File: src/rtl/param_alu_sequencer.sv
// -----------------------------------------------------------------------------
// param_alu_sequencer
//
// Board-level ALU with a button-driven load sequence. Operand A, operand B and
// the opcode are taken from the switches, one button each, in a fixed order.
// Each button is synchronised and rising-edge detected. A press is accepted
// only when it is the single button expected in the current state. Once the
// opcode is latched, the result and flags are registered on the following
// edge and o_valid pulses for one cycle.
//
// Ports
//   clk         system clock, rising edge
//   i_rst_n     asynchronous active-low reset
//   i_switches  operand / opcode value (opcode = low BITS_OP bits)
//   i_buttons   raw buttons: bit0 = A, bit1 = B, bit2 = OP
//   o_result    registered ALU result
//   o_flags     {Z, N, C, V}, registered with the result
//   o_valid     one-cycle strobe when result/flags update
//   o_error     high while the latched opcode is unsupported
//   o_state     00 LOAD_A, 01 LOAD_B, 10 LOAD_OP, 11 SHOW
// -----------------------------------------------------------------------------
module param_alu_sequencer #(
  parameter int BITS_DATA = 8,
  parameter int BITS_OP   = 6,
  parameter int BUTTONS   = 3
) (
  input  logic                 clk,
  input  logic                 i_rst_n,
  input  logic [BITS_DATA-1:0] i_switches,
  input  logic [BUTTONS-1:0]   i_buttons,
  output logic [BITS_DATA-1:0] o_result,
  output logic [3:0]           o_flags,
  output logic                 o_valid,
  output logic                 o_error,
  output logic [1:0]           o_state
);

  localparam logic [1:0] LOAD_A  = 2'b00;
  localparam logic [1:0] LOAD_B  = 2'b01;
  localparam logic [1:0] LOAD_OP = 2'b10;
  localparam logic [1:0] SHOW    = 2'b11;

  localparam logic [BITS_OP-1:0] OP_ADD = BITS_OP'(6'b100000);
  localparam logic [BITS_OP-1:0] OP_SUB = BITS_OP'(6'b100010);
  localparam logic [BITS_OP-1:0] OP_AND = BITS_OP'(6'b100100);
  localparam logic [BITS_OP-1:0] OP_OR  = BITS_OP'(6'b100101);
  localparam logic [BITS_OP-1:0] OP_XOR = BITS_OP'(6'b100110);
  localparam logic [BITS_OP-1:0] OP_NOR = BITS_OP'(6'b100111);
  localparam logic [BITS_OP-1:0] OP_SRA = BITS_OP'(6'b000011);
  localparam logic [BITS_OP-1:0] OP_SRL = BITS_OP'(6'b000010);

  localparam logic [BITS_DATA-1:0] SHIFT_LIMIT = BITS_DATA'(BITS_DATA);
  localparam int MSB = BITS_DATA - 1;

  // ---------------------------------------------------------------------------
  // Button synchronisers and rising-edge detection
  // ---------------------------------------------------------------------------
  logic [BUTTONS-1:0] sync1, sync2, prev;
  logic [BUTTONS-1:0] press;

  // NOTE: every register uses non-blocking assignment so all flops sample the
  // pre-edge values; blocking here would collapse the synchroniser chain.
  always_ff @(posedge clk or negedge i_rst_n) begin
    if (!i_rst_n) begin
      sync1 <= '0;
      sync2 <= '0;
      prev  <= '0;
    end else begin
      sync1 <= i_buttons;
      sync2 <= sync1;
      prev  <= sync2;
    end
  end

  // prev resets to 0, so a button held through reset release reads as a press.
  assign press = sync2 & ~prev;

  // ---------------------------------------------------------------------------
  // Load sequencer
  // ---------------------------------------------------------------------------
  logic [1:0]           state;
  logic [BITS_DATA-1:0] a_q, b_q;
  logic [BITS_OP-1:0]   op_q;
  logic                 compute_pending;
  logic [BUTTONS-1:0]   want;
  logic                 accept;

  // NOTE: every always_comb output gets a default before the case, so no path
  // leaves it unassigned and no latch is inferred.
  always_comb begin
    want = BUTTONS'(1);
    case (state)
      LOAD_B:  want = BUTTONS'(2);
      LOAD_OP: want = BUTTONS'(4);
      default: want = BUTTONS'(1);
    endcase
  end

  // Exact equality rejects simultaneous presses as well as wrong buttons.
  assign accept = (press == want);

  always_ff @(posedge clk or negedge i_rst_n) begin
    if (!i_rst_n) begin
      state           <= LOAD_A;
      a_q             <= '0;
      b_q             <= '0;
      op_q            <= '0;
      compute_pending <= 1'b0;
    end else begin
      compute_pending <= 1'b0;
      if (accept) begin
        case (state)
          LOAD_A, SHOW: begin
            a_q   <= i_switches;
            state <= LOAD_B;
          end
          LOAD_B: begin
            b_q   <= i_switches;
            state <= LOAD_OP;
          end
          default: begin
            op_q            <= i_switches[BITS_OP-1:0];
            state           <= SHOW;
            compute_pending <= 1'b1;
          end
        endcase
      end
    end
  end

  // ---------------------------------------------------------------------------
  // ALU datapath
  // ---------------------------------------------------------------------------
  logic [BITS_DATA:0]   sum_ext, diff_ext;
  logic [BITS_DATA-1:0] alu_res;
  logic                 alu_c, alu_v, alu_err;
  logic                 shift_big;

  assign sum_ext   = {1'b0, a_q} + {1'b0, b_q};
  // Top bit of the extended difference is the unsigned borrow (A < B).
  assign diff_ext  = {1'b0, a_q} - {1'b0, b_q};
  assign shift_big = (b_q >= SHIFT_LIMIT);

  always_comb begin
    alu_res = '0;
    alu_c   = 1'b0;
    alu_v   = 1'b0;
    alu_err = 1'b0;
    case (op_q)
      OP_ADD: begin
        alu_res = sum_ext[MSB:0];
        alu_c   = sum_ext[BITS_DATA];
        alu_v   = (a_q[MSB] == b_q[MSB]) && (sum_ext[MSB] != a_q[MSB]);
      end
      OP_SUB: begin
        alu_res = diff_ext[MSB:0];
        alu_c   = diff_ext[BITS_DATA];
        alu_v   = (a_q[MSB] != b_q[MSB]) && (diff_ext[MSB] != a_q[MSB]);
      end
      OP_AND: alu_res = a_q & b_q;
      OP_OR:  alu_res = a_q | b_q;
      OP_XOR: alu_res = a_q ^ b_q;
      OP_NOR: alu_res = ~(a_q | b_q);
      OP_SRA: alu_res = shift_big ? {BITS_DATA{a_q[MSB]}}
                                  : BITS_DATA'($signed(a_q) >>> b_q);
      OP_SRL: alu_res = shift_big ? '0 : (a_q >> b_q);
      default: alu_err = 1'b1;
    endcase
  end

  // ---------------------------------------------------------------------------
  // Output registers: updated only on the edge after an opcode load.
  // ---------------------------------------------------------------------------
  always_ff @(posedge clk or negedge i_rst_n) begin
    if (!i_rst_n) begin
      o_result <= '0;
      o_flags  <= 4'b0000;
      o_valid  <= 1'b0;
      o_error  <= 1'b0;
    end else begin
      o_valid <= compute_pending;
      if (compute_pending) begin
        o_result <= alu_res;
        o_flags  <= alu_err ? 4'b0000
                            : {(alu_res == '0), alu_res[MSB], alu_c, alu_v};
        o_error  <= alu_err;
      end
    end
  end

  assign o_state = state;

endmodule

File: config.mk
export PLATFORM = sky130hd
export DESIGN_NAME = param_alu_sequencer
export DESIGN_NICKNAME = d
export VERILOG_FILES = /design/src/rtl/param_alu_sequencer.sv
export SDC_FILE = /design/constraint.sdc
export NUM_CORES = 1
export LEC_CHECK = 0
export ABC_AREA = 1
export CORE_MARGIN = 4
export CORE_UTILIZATION = 52
export DETAILED_ROUTE_END_ITERATION = 6
export GPL_ROUTABILITY_DRIVEN = 0
export HOLD_SLACK_MARGIN = 0.03
export PLACE_DENSITY_LB_ADDON = 0.12
export SLEW_MARGIN = 20
export SYNTH_ARGS = -nofsm -noshare
export SYNTH_HDL_FRONTEND = slang
export SYNTH_SLANG_ARGS = --single-unit
File: constraint.sdc
create_clock -name clk -period 3.03 [get_ports clk]
set_clock_uncertainty 0.05 [all_clocks]
set_input_delay 0.606 -clock clk [delete_from_list [all_inputs] [get_ports clk]]
set_output_delay 0.606 -clock clk [all_outputs]
set_load 0.01 [all_outputs]
==> results of run 1 <==
[worst max-delay path, delay by kind of cell (launching register included)]
family / cells / cell delay (ps)
adders and majority gates: 1 / 530
buffers and inverters: 2 / 460
DFF: 1 / 620
and+or+nand+nor: 10 / 970
[state kept, by name, summed over array words and instances (netlist names), 2 cells and up]
signal and count:
sync2 3, prev 3, sync1 3, o_state 2
a_q 8, o_result 8, b_q 8, op_q 6
o_flags 3
[layer usage]
layer  track usage (%)  wire (um)  vias to the layer above
li1                  -          -                     1783
met1              32.9       4390                     1692
met2              39.7       4460                      180
met3              6.09        930                       42
met4              11.8        429                        0
met5                 0          0                        -
[area by class of cell]
class | instances | share of cell area, %
inverters | 73 | 6.53
well taps | 96 | 2.86
clock inverters | 3 | 1.70
repair buffers | 33 | 7.51
clock buffers | 5 | 1.64
multi-input cells | 396 | 51.7
flip-flops and latches | 47 | 28.0
[per-stage QoR]
step	hold WS, ps	setup slack [ps]
4_1_cts	307	370
6_report	229	346
5_1_grt	283	92.9
2_1_floorplan	260	936
3_5_place_dp	285	397
3_3_place_gp	283	450
[power breakdown]
| part | internal, mW | switching [mW] | total, mW | leakage, nW |
|---|---|---|---|---|
| Clock | 0.335 | 0.243 | 0.578 | 0.0703 |
| Combinational | 1.05 | 2.02 | 3.07 | 1.46 |
| Sequential | 0.868 | 0.289 | 1.16 | 0.578 |
| Total | 2.26 | 2.55 | 4.81 | 2.10 |
[cell families after synthesis]
group	after synthesis
and+or+nand+nor	290
buffers and inverters	90
AOI/OAI and AO/OA	70
DFF	47
adders and majority gates	30
xor gates and xnor gates	6
[placed cells by master (no fill, tap or decap), types with 2 or more instances in the layout]
master,Yosys,routed
dfrtp_1,47,47
nor2_2,3,3
clkdlybuf4s50_1,0,27
inv_1,69,69
nand2_1,130,130
bufinv_16,0,2
nor2_1,48,48
buf_4,6,6
ha_1,28,28
nand4_1,20,20
nand3_1,69,69
xor2_1,5,5
nor2_4,3,3
nor3_1,5,5
a21oi_1,27,27
inv_2,4,4
o21ai_1,9,9
o21ai_0,26,26
o211ai_1,2,2
nand4_4,2,2
nand3b_1,5,5
fa_1,2,2
clkbuf_8,0,5
[final timing paths]
kind	startpoint	end	slack (ps)	cells past startpoint
min	i_rst_n	a_q[4]	230	1
min reg2reg	sync1[1]	sync2[1]	310	0
max	b_q[1]	o_flags[3]	350	13
max reg2reg	b_q[1]	o_flags[3]	350	13
min in group clk	sync1[1]	sync2[1]	310	0
max in group asynchronous	i_rst_n	o_valid	2290	1
==> summary.md, run 1 <==
| Metric | Value |
|---|---|
| CP startpoint kind | `flop` |
| Final hold vios | `0` |
| Max cap viols | `0` |
| Yosys top cell area share | `a little under a third` |
| Min-delay worst type | `in -> async` |
| Die ar. | `8610 um^2` |
| Maximum VDD drop | `between 0.7 and 0.8 mV` |
| CTS Hold Bufs | `0` |
| Vias | `roughly 3700` |
| RSZ-0062 raised after global routing | `false` |
| CTS clk-pin slew, worst paths | `100 ps` |
| Cells along the critical path | `inv_1 > fa_1 > inv_1 > nand4_1 > nand3_1 > nand2_1 > nand3_1 > nand3_1 > nor2_1 > nand3_1 > nor2_1 > nand3_1 > nand2_1` |
| Clk sinks | `47` |
| Multi-input gate area | `around 2200 um^2` |
| Synth cell count leaders | `nand2_1 (130), inv_1 (69), nand3_1 (69)` |
| Tot GR Track Use | `about a quarter` |
| Pwr Density | `1150 nW/um^2` |
| Synth warn | `0` |
| Post-synth EDFFs | `0` |
| Inserted Diodes | `0` |
| FFs w/ async S/R, synth | `100%` |
| Cells after synthesis | `533` |
| Die width | `approximately 90 um` |
| Min cycle time layout | `~2700 ps` |
| Initial Util | `54.4%` |
| Layout fillers | `about 640` |
| Non-Filler Instances | `653` |
| Slew HR | `approximately two fifths` |
| WP data required | `3240 ps` |
| Clock buffer depth | `2` |
| Clk Latency, worst-skew pair | `320 ps` |
| Worst path slowest cell | `dfrtp_1` |
| Final design area excluding fillers | `around 4200 um^2` |
| Crit. End Element | `flop` |
| Antenna violations before repair | `0` |
| Cts repair resizes | `0` |
| Num CTS Buffers | `5` |
| Total core area | `6870 um^2` |
| Critical path peak fanout | `16` |
| I/O Pins | `29` |
| Status | `finished, violations left` |
| Synthesis-stage register bit count | `47` |
| Pins Over Slew Limit | `0` |
| 1st-iter DRT viols | `between 400 and 500` |
| Synth area leader | `dfrtp_1` |
| Synth Area in Compound Gates | `10.3%` |
| First-pass GRT wire length | `~17000 um` |
| Syn-to-layout area delta | `12.4%` |
| Via density | `5.66` |
| FP Rows | `30` |
| Final core utilization | `61.1%` |
| Antenna-violating nets left | `0` |
| Max incr delay on CP | `620 ps` |
| WL per Instance | `15.6 um` |
| Sequential share of the synthesized area | `a little under a third` |
| DRC | `16` |
| Port Buffers | `28` |
| Clock root cell | `clkbuf_8` |
| Synth Area in XOR/XNOR | `under 10%` |
| Worst setup path class | `reg -> reg` |
| Setup bufs post-CTS | `0` |
| HPWL Detailed | `7990 um` |
| Largest family of logic cells by synthesized area | `simple AND/OR/NAND/NOR gates` |
| Syn_nets | `roughly 580` |
| Routed wire length | `around 10000 um` |
| Placed instance area | `between 4000 and 5000 um^2` |
| CTS tree | `built` |
| Most common cell in the netlist | `nand2_1` |
| Mux contribution to synthesized area | `0%` |
| Vias in the first global route | `between 3000 and 4000` |
| Drt pass-1 iters | `7` |
| Post-Synth Simple-Gate Area | `approximately 36%` |
| Synthesized area | `approximately 3700 um^2` |
| Achievable Freq | `between 300 and 400 MHz` |
| Fin crit share | `around 89%` |
| Synth cell types | `35` |
| Top cells by area, synth | `dfrtp_1 (31%), nand2_1 (13%), ha_1 (9.4%), nand3_1 (9.2%), inv_1 (6.9%)` |
| Register area | `approximately 1200 um^2` |
| Share of layout cells above drive strength 1 | `under 10%` |
| Slew @ Worst Pin | `~870 ps` |
| H-tree Lvls | `2` |
| CP arrival | `2900 ps` |
| Violated checks | `DRC` |
| Largest net degree at the start of global routing | `48` |
| Ys flop type | `dfrtp_1` |
| Final total negative setup slack | `0 ps` |
| Dpl cells | `roughly 650` |
| Post-Synth Adder-Cell Area | `a little over a tenth` |
| Lkg Pwr | `between 2 and 2.5 nW` |
| Final setup violation count | `0` |
| Syn Area/Cell | `~7.0 um^2` |
| Chip height | `slightly above 90 um` |
| Final net count | `599` |
| Gr ovfl total | `0` |
| Most numerous cell on the critical path | `nand3_1` |
| Power Total | `4.81 mW` |
No activity file was read; power rests on OpenSTA's default activity.
==> run 2, diff against run 1 <==
--- a/config.mk
+++ b/config.mk
@@ -8,6 +8,7 @@
 export ABC_AREA = 1
 export CORE_MARGIN = 4
 export CORE_UTILIZATION = 52
+export CTS_CLUSTER_SIZE = 8
 export DETAILED_ROUTE_END_ITERATION = 6
 export GPL_ROUTABILITY_DRIVEN = 0
 export HOLD_SLACK_MARGIN = 0.03
==> results of run 2 <==
The final DEF is identical to that of run 1; final timing and power are the same.
